File: config.mk
export PLATFORM = sky130hd
export DESIGN_NAME = cnu_serial_flat
export DESIGN_NICKNAME = d
export VERILOG_FILES = /design/src/rtl/ldpc_pkg.sv /design/src/rtl/cnu_serial_if.sv /design/src/rtl/cnu_sat.sv /design/src/rtl/cnu_serial.sv /design/src/flat_wrapper.sv
export SDC_FILE = /design/constraint.sdc
export NUM_CORES = 1
export LEC_CHECK = 0
export ABC_AREA = 1
export CAP_MARGIN = 20
export CORE_MARGIN = 2
export CORE_UTILIZATION = 40
export CTS_CLUSTER_SIZE = 40
export DETAILED_ROUTE_END_ITERATION = 10
export GPL_ROUTABILITY_DRIVEN = 0
export PLACE_DENSITY = 0.65
export SYNTH_ARGS = -nofsm -noshare
export SYNTH_HDL_FRONTEND = slang
export SYNTH_SLANG_ARGS = --single-unit
export TNS_END_PERCENT = 5
File: constraint.sdc
create_clock -name clk -period 2.1 [get_ports clk]
set_clock_uncertainty 0.2 [all_clocks]
set_input_delay 0.21 -clock clk [delete_from_list [all_inputs] [get_ports clk]]
set_output_delay 0.21 -clock clk [all_outputs]
set_load 0.01 [all_outputs]
File: src/rtl/ldpc_pkg.sv
// Shared definitions for the LDPC message-passing blocks: default widths,
// the largest representable check magnitude and the check-node FSM encoding.
package ldpc_pkg;

  localparam int DATA_W_DEF = 8;
  localparam int EXT_W_DEF  = 3;
  localparam int SUM_W_DEF  = DATA_W_DEF + EXT_W_DEF;

  // Largest magnitude a data_w-bit two's complement message may carry
  // symmetrically (the most negative code is never emitted).
  function automatic int maxm_of(input int dw);
    return (1 << (dw - 1)) - 1;
  endfunction

  localparam int MAXM = maxm_of(DATA_W_DEF);

  // Ceiling log2, never below 1 so a counter always has at least one bit.
  function automatic int clog2(input int v);
    int r;
    int t;
    r = 0;
    t = v - 1;
    while (t > 0) begin
      r = r + 1;
      t = t >> 1;
    end
    return (r < 1) ? 1 : r;
  endfunction

  typedef enum logic {
    COLLECT = 1'b0,
    EMIT    = 1'b1
  } state_e;

endpackage

File: src/rtl/cnu_serial_if.sv
// Message channels of the serial check node unit.
//
// Handshake: both channels are valid/ready. A transfer happens in a cycle
// where valid and ready are both 1 at the rising clock edge. A producer
// holding valid=1 keeps its data stable until the transfer. The consumer may
// drive ready independently of valid. For the r channel, r_out, r_last and
// syn are stable for as long as r_valid=1 and r_ready=0.
interface cnu_serial_if #(
  parameter int data_w = ldpc_pkg::DATA_W_DEF,
  parameter int ext_w  = ldpc_pkg::EXT_W_DEF
);
  localparam int sum_w = data_w + ext_w;

  logic              q_valid;
  logic              q_ready;
  logic [sum_w-1:0]  q_in;
  logic              r_valid;
  logic              r_ready;
  logic [data_w-1:0] r_out;
  logic              r_last;
  logic              syn;

  // Upstream/downstream side (VNU or testbench).
  modport master (
    output q_valid, q_in, r_ready,
    input  q_ready, r_valid, r_out, r_last, syn
  );

  // Check node unit side.
  modport slave (
    input  q_valid, q_in, r_ready,
    output q_ready, r_valid, r_out, r_last, syn
  );
endinterface

File: src/rtl/cnu_sat.sv
// Converts a sum_w-bit two's complement message into sign plus a saturated
// (data_w-1)-bit magnitude. The absolute value is formed one bit wider than
// the input so the most negative input cannot overflow.
module cnu_sat #(
  parameter int data_w = ldpc_pkg::DATA_W_DEF,
  parameter int ext_w  = ldpc_pkg::EXT_W_DEF,
  localparam int sum_w = data_w + ext_w
) (
  input  logic [sum_w-1:0]  x_i,
  output logic              sign_o,
  output logic [data_w-2:0] mag_o
);

  localparam logic [sum_w:0] MAXM_W = {{(ext_w + 2){1'b0}}, {(data_w - 1){1'b1}}};

  logic [sum_w:0] x_ext;
  logic [sum_w:0] abs_w;

  // Sign extend, take absolute value, clamp to the largest symmetric magnitude.
  always_comb begin
    sign_o = x_i[sum_w-1];
    x_ext  = {x_i[sum_w-1], x_i};
    abs_w  = sign_o ? -x_ext : x_ext;
    mag_o  = (abs_w > MAXM_W) ? MAXM_W[data_w-2:0] : abs_w[data_w-2:0];
  end

endmodule

File: src/rtl/cnu_serial.sv
// Serial offset-min-sum check node. Collects DC variable-to-check messages,
// tracking the two smallest magnitudes, the position of the smallest and the
// sign parity, then emits DC check-to-variable messages, one per cycle.
// OFFSET is expected to be no larger than the largest magnitude.
module cnu_serial
  import ldpc_pkg::*;
#(
  parameter int data_w = DATA_W_DEF,
  parameter int ext_w  = EXT_W_DEF,
  parameter int DC     = 6,
  parameter int OFFSET = 0
) (
  input  logic            clk,
  input  logic            rst_n,
  cnu_serial_if.slave     bus,
  output ldpc_pkg::state_e state_o
);

  localparam int mag_w = data_w - 1;
  localparam int cnt_w = clog2(DC);
  localparam logic [mag_w-1:0]  MAXM_M = mag_w'(maxm_of(data_w));
  localparam logic [cnt_w-1:0]  LAST   = cnt_w'(DC - 1);
  localparam logic [data_w-1:0] OFF_W  = data_w'(OFFSET);

  state_e            state_q, state_d;
  logic [cnt_w-1:0]  cnt_q, cnt_d;
  logic [mag_w-1:0]  min1_q, min1_d;
  logic [mag_w-1:0]  min2_q, min2_d;
  logic [cnt_w-1:0]  idx1_q, idx1_d;
  logic              par_q, par_d;
  logic [DC-1:0]     sgn_q, sgn_d;

  logic              in_sign;
  logic [mag_w-1:0]  in_mag;
  logic [mag_w-1:0]  mag;
  logic [data_w-1:0] mag_ext;
  logic [data_w-1:0] mag_off;
  logic              r_neg;

  cnu_sat #(
    .data_w (data_w),
    .ext_w  (ext_w)
  ) u_sat (
    .x_i    (bus.q_in),
    .sign_o (in_sign),
    .mag_o  (in_mag)
  );

  assign state_o = state_q;

  // Next-state and channel outputs; outputs depend only on registered state,
  // so they hold naturally while the consumer stalls.
  always_comb begin
    state_d = state_q;
    cnt_d   = cnt_q;
    min1_d  = min1_q;
    min2_d  = min2_q;
    idx1_d  = idx1_q;
    par_d   = par_q;
    sgn_d   = sgn_q;
    bus.q_ready = 1'b0;
    bus.r_valid = 1'b0;
    bus.r_out   = '0;
    bus.r_last  = 1'b0;
    bus.syn     = 1'b0;
    mag     = min1_q;
    mag_ext = '0;
    mag_off = '0;
    r_neg   = 1'b0;
    case (state_q)
      COLLECT: begin
        bus.q_ready = 1'b1;
        if (bus.q_valid) begin
          sgn_d[cnt_q] = in_sign;
          par_d        = par_q ^ in_sign;
          // Strict compares: on ties the earliest index keeps min1.
          if (in_mag < min1_q) begin
            min2_d = min1_q;
            min1_d = in_mag;
            idx1_d = cnt_q;
          end else if (in_mag < min2_q) begin
            min2_d = in_mag;
          end
          if (cnt_q == LAST) begin
            state_d = EMIT;
            cnt_d   = '0;
          end else begin
            cnt_d = cnt_q + cnt_w'(1);
          end
        end
      end
      EMIT: begin
        bus.r_valid = 1'b1;
        mag     = (cnt_q == idx1_q) ? min2_q : min1_q;
        mag_ext = {1'b0, mag};
        mag_off = (mag_ext > OFF_W) ? (mag_ext - OFF_W) : '0;
        r_neg   = par_q ^ sgn_q[cnt_q];
        // Negating zero yields zero, so no negative zero can appear.
        bus.r_out  = r_neg ? -mag_off : mag_off;
        bus.r_last = (cnt_q == LAST);
        bus.syn    = par_q;
        if (bus.r_ready) begin
          if (cnt_q == LAST) begin
            state_d = COLLECT;
            cnt_d   = '0;
            min1_d  = MAXM_M;
            min2_d  = MAXM_M;
            idx1_d  = '0;
            par_d   = 1'b0;
          end else begin
            cnt_d = cnt_q + cnt_w'(1);
          end
        end
      end
      default: begin
        state_d = COLLECT;
      end
    endcase
  end

  // State registers; reset abandons any partially collected block.
  always_ff @(posedge clk or negedge rst_n) begin
    if (!rst_n) begin
      state_q <= COLLECT;
      cnt_q   <= '0;
      min1_q  <= MAXM_M;
      min2_q  <= MAXM_M;
      idx1_q  <= '0;
      par_q   <= 1'b0;
      sgn_q   <= '0;
    end else begin
      state_q <= state_d;
      cnt_q   <= cnt_d;
      min1_q  <= min1_d;
      min2_q  <= min2_d;
      idx1_q  <= idx1_d;
      par_q   <= par_d;
      sgn_q   <= sgn_d;
    end
  end

endmodule

File: src/flat_wrapper.sv
// flat-port wrapper written by rule: the top's interface ports become plain ports
module cnu_serial_flat import ldpc_pkg::*;
#(
  parameter int data_w = DATA_W_DEF,
  parameter int ext_w  = EXT_W_DEF,
  parameter int DC     = 6,
  parameter int OFFSET = 0
)
  (clk, rst_n, state_o, bus_q_valid, bus_q_in, bus_r_ready, bus_q_ready, bus_r_valid, bus_r_out, bus_r_last, bus_syn);
  cnu_serial_if #(.data_w(data_w), .ext_w(ext_w)) bus_i ();
  input  logic clk;
  input  logic rst_n;
  output ldpc_pkg::state_e state_o;
  input wire logic [$bits(bus_i.q_valid)-1:0] bus_q_valid;
  input wire logic [$bits(bus_i.q_in)-1:0] bus_q_in;
  input wire logic [$bits(bus_i.r_ready)-1:0] bus_r_ready;
  output wire logic [$bits(bus_i.q_ready)-1:0] bus_q_ready;
  output wire logic [$bits(bus_i.r_valid)-1:0] bus_r_valid;
  output wire logic [$bits(bus_i.r_out)-1:0] bus_r_out;
  output wire logic [$bits(bus_i.r_last)-1:0] bus_r_last;
  output wire logic [$bits(bus_i.syn)-1:0] bus_syn;
  assign bus_i.q_valid = bus_q_valid;
  assign bus_i.q_in = bus_q_in;
  assign bus_i.r_ready = bus_r_ready;
  assign bus_q_ready = bus_i.q_ready;
  assign bus_r_valid = bus_i.r_valid;
  assign bus_r_out = bus_i.r_out;
  assign bus_r_last = bus_i.r_last;
  assign bus_syn = bus_i.syn;
  cnu_serial #(.data_w(data_w), .ext_w(ext_w), .DC(DC), .OFFSET(OFFSET)) u_core (.clk(clk), .rst_n(rst_n), .bus(bus_i), .state_o(state_o));
endmodule
==> flow_summary.ini <==
[pwr]
power_w = 0.00692
ir_drop_v = 0.00112
cellLeakagePower_nw = 1.86
power.density_nw_per_um2 = 1840

[finish]
drive_gt1_share_pct = 49.3
post-route-util_pct = 67.9
fin_area_um2 = 3760
layout.nets = 461
antennaDiodeCount = 0
fin_cells = 502
area_delta_synth_final_pct = 62.9
num-fill-cells = 420

[timing]
rsz0062_at_grt = true
fmax_ghz = 0.363
final-max-slew-violation-count = 0
worst_slack_ns = -0.652
relSlewSlack_pct = 75.2
setup_viol = 25
post-route-period-util_pct = 131
totalNegativeSetupSlack_ns = -10.97
finalHoldViolations = 0
worstMarginPinSlew_ns = 0.371
post-route-min-period_ns = 2.75

[cts]
clk_pin_slew_worst_paths_ns = 0.10
cts_sinks = 28
h-tree-depth = 1
cts_tree = built
cts_buffers = 3
cts-hold-fix-buffers = 0
clockRootBuffer = clkbuf_8
clockBufferDepth = 2
clock_latency_ns = 0.29

[detailed_routing]
antenna_left = 0
detail_route.wl_per_cell_um = 15.3
via_per_inst = 5.11
dr.first_iter.drc_count = 169
vias = 2564
wirelength_mm = 7.70
drcViolationCount = 0
drt_pass1_iterations = 4

[global_route]
grt_pass1_wl_mm = 12.1
antenna_found_initial = 0
track_usage_pct = 24.4
first_global_vias = 2564
grt-ovfl-total = 0
grt_max_degree = 29

[floorplan]
die_h_um = 80.0
ios = 28
initial_core_util_pct = 41.7
fp-row-count = 27
core_area_um2 = 5540
die_area_um2 = 6400
chipWidth_um = 80.0

[placed_design]
place_area_um2 = 3300
place_inst = 487
port_buffers = 27
post-dp-hpwl_mm = 5.10

[critical_path]
worstPathArrival_ns = 2.34
cp.required_ns = 1.69
cp-end-kind = primary output
worstPathMaxFanout = 5
worstSetupStartpoint = u_core.cnt_q[2]
crit_type = register to primary output
startpoint_type = register
r2r-start = u_core.min1_q[5]

[hold_path]
hold_path_class = input pin to async pin

[yosys]
synth_cells = 326
ys_seq_area_share_pct = 31.1
synth_area_per_cell_um2 = 7.08
ys_seq_elements = 28
syn-num-nets = 356
syn_area_um2 = 2310
ys_types = 36
yosys_warnings = 0

[job]
drv_cap = 0

[outcome]
status = finished with violations
violations = setup timing
-- what timing repair did --
item | 4_1_cts | 5_1_grt
buffers inserted | 6 | 4
cloned | 1 | 0
gates resized for setup | 89 | 56
pin swaps | 33 | 25
endpoints found under the setup margin | 26 | 26
endpoints found under the hold margin | 0 | 0
-- placed cells by master, fill, tap and decap left out, drive strengths merged --
cell type | synthesis | layout
dlygate4sd2 | 0 | 1
dfstp | 14 | 14
or2 | 2 | 2
buf | 7 | 90
nand3 | 27 | 28
bufinv | 0 | 1
xnor2 | 5 | 5
xor2 | 5 | 5
a32o | 1 | 1
nor2 | 35 | 35
a21oi | 13 | 13
nor3 | 4 | 4
o31ai | 2 | 2
dfrtp | 14 | 14
clkdlybuf4s15 | 0 | 1
inv | 41 | 41
a211oi | 1 | 1
a2111oi | 1 | 1
clkbuf | 2 | 8
nand4 | 2 | 2
ha | 15 | 15
o21ai | 31 | 31
a31oi | 2 | 2
dlymetal6s2s | 0 | 4
a41oi | 1 | 1
nand2 | 99 | 99
clkdlybuf4s50 | 0 | 7
o211ai | 2 | 2
-- where the power goes --
group | switching, W | internal (W) | leakage [nW]
Sequential | 0.000218 | 0.000906 | 0.320
Clock | 0.000183 | 0.000256 | 0.0357
Combinational | 0.00285 | 0.00250 | 1.50
-- sequential cells by signal (all words and copies together) (netlist names) --
name / cells
u_core.sgn_q: 6
u_core.idx1_q: 3
u_core.min2_q: 7
u_core.state_o: 1
u_core.min1_q: 7
u_core.par_q: 1
u_core.cnt_q: 3
-- synthesized netlist by cell type (all sizes together) --
library cell,n,area [um2]
nand2,99,417
inv,41,154
nor2,35,139
o21ai,31,178
nand3,27,145
ha,15,188
dfrtp,14,350
dfstp,14,368
a21oi,13,72.6
buf,7,65.1
xnor2,5,51.3
xor2,5,43.8
nor3,4,20.0
a31oi,2,12.5
clkbuf,2,8.75
nand4,2,12.5
o211ai,2,15.0
o31ai,2,15.0
or2,2,12.5
a2111oi,1,10.0
a211oi,1,12.5
a32o,1,10.0
a41oi,1,8.76
-- worst max-delay path, cell delays in order (launching register included) --
cell and delay [ns]:
dfrtp_1 0.42, xnor2_2 0.31, nand3_4 0.17, nor2_2 0.17, a21oi_2 0.07, ha_1 0.22
nand3_2 0.09, nand2_2 0.07, buf_4 0.14, o21ai_1 0.12, nand2_1 0.07, nor2_1 0.08
buf_2 0.13
-- worst paths after layout --
| path | end | slack [ns] | cells past startpoint |
|---|---|---|---|
| min | u_core.idx1_q[2] | 0.1 | 2 |
| max in group asynchronous | u_core.min1_q[6] | 1.29 | 2 |
| min reg2reg | u_core.sgn_q[0] | 0.29 | 2 |
| min in group clk | u_core.sgn_q[5] | 0.14 | 4 |
| max | bus_r_out[3] | -0.65 | 12 |
| max reg2reg | u_core.min1_q[6] | -0.25 | 10 |
-- cells by family (layout without fill, tap and decap cells) --
kind of cell	Yosys count	in the layout	share of synthesized area [%]
adder cells (fa/ha/maj)	15	15	8.13
flip-flops	28	28	31.1
AND/OR/NAND/NOR	169	170	32.3
AO/OA/AOI/OAI	54	54	14.5
XOR/XNOR	10	10	4.12
buffers and inverters	50	153	9.86
-- layer usage --
layer	wire [um]	GRT usage, %	share of wire, %	up-vias
met3	314	3.28	4.1	17
met4	184	6.44	2.4	0
met5	0	0	0	-
met2	4030	44.3	52	63
met1	3170	30.1	41	1226
li1	-	-	-	1258
-- area by class of cell --
| cell class | instances | area [um2] | share of cell area (%) |
|---|---|---|---|
| sequential | 28 | 719 | 19.1 |
| multi-input combinational | 249 | 1790 | 47.7 |
| tap | 72 | 90.1 | 2.40 |
| timing repair buffer | 108 | 905 | 24.1 |
| clock buffer | 3 | 41.3 | 1.10 |
| inverter | 41 | 181 | 4.82 |
| clock inverter | 1 | 30.0 | 0.798 |
-- stage by stage --
step                hold slack [ns]  worst slack (ns)
finish                       0.0974            -0.652
global route                  0.124            -0.767
CTS                           0.108            -0.566
detailed placement            0.266             -1.19
global placement              0.266             -1.13
floorplan                    -0.286            -0.446
Power figures use the tool's default switching activity.
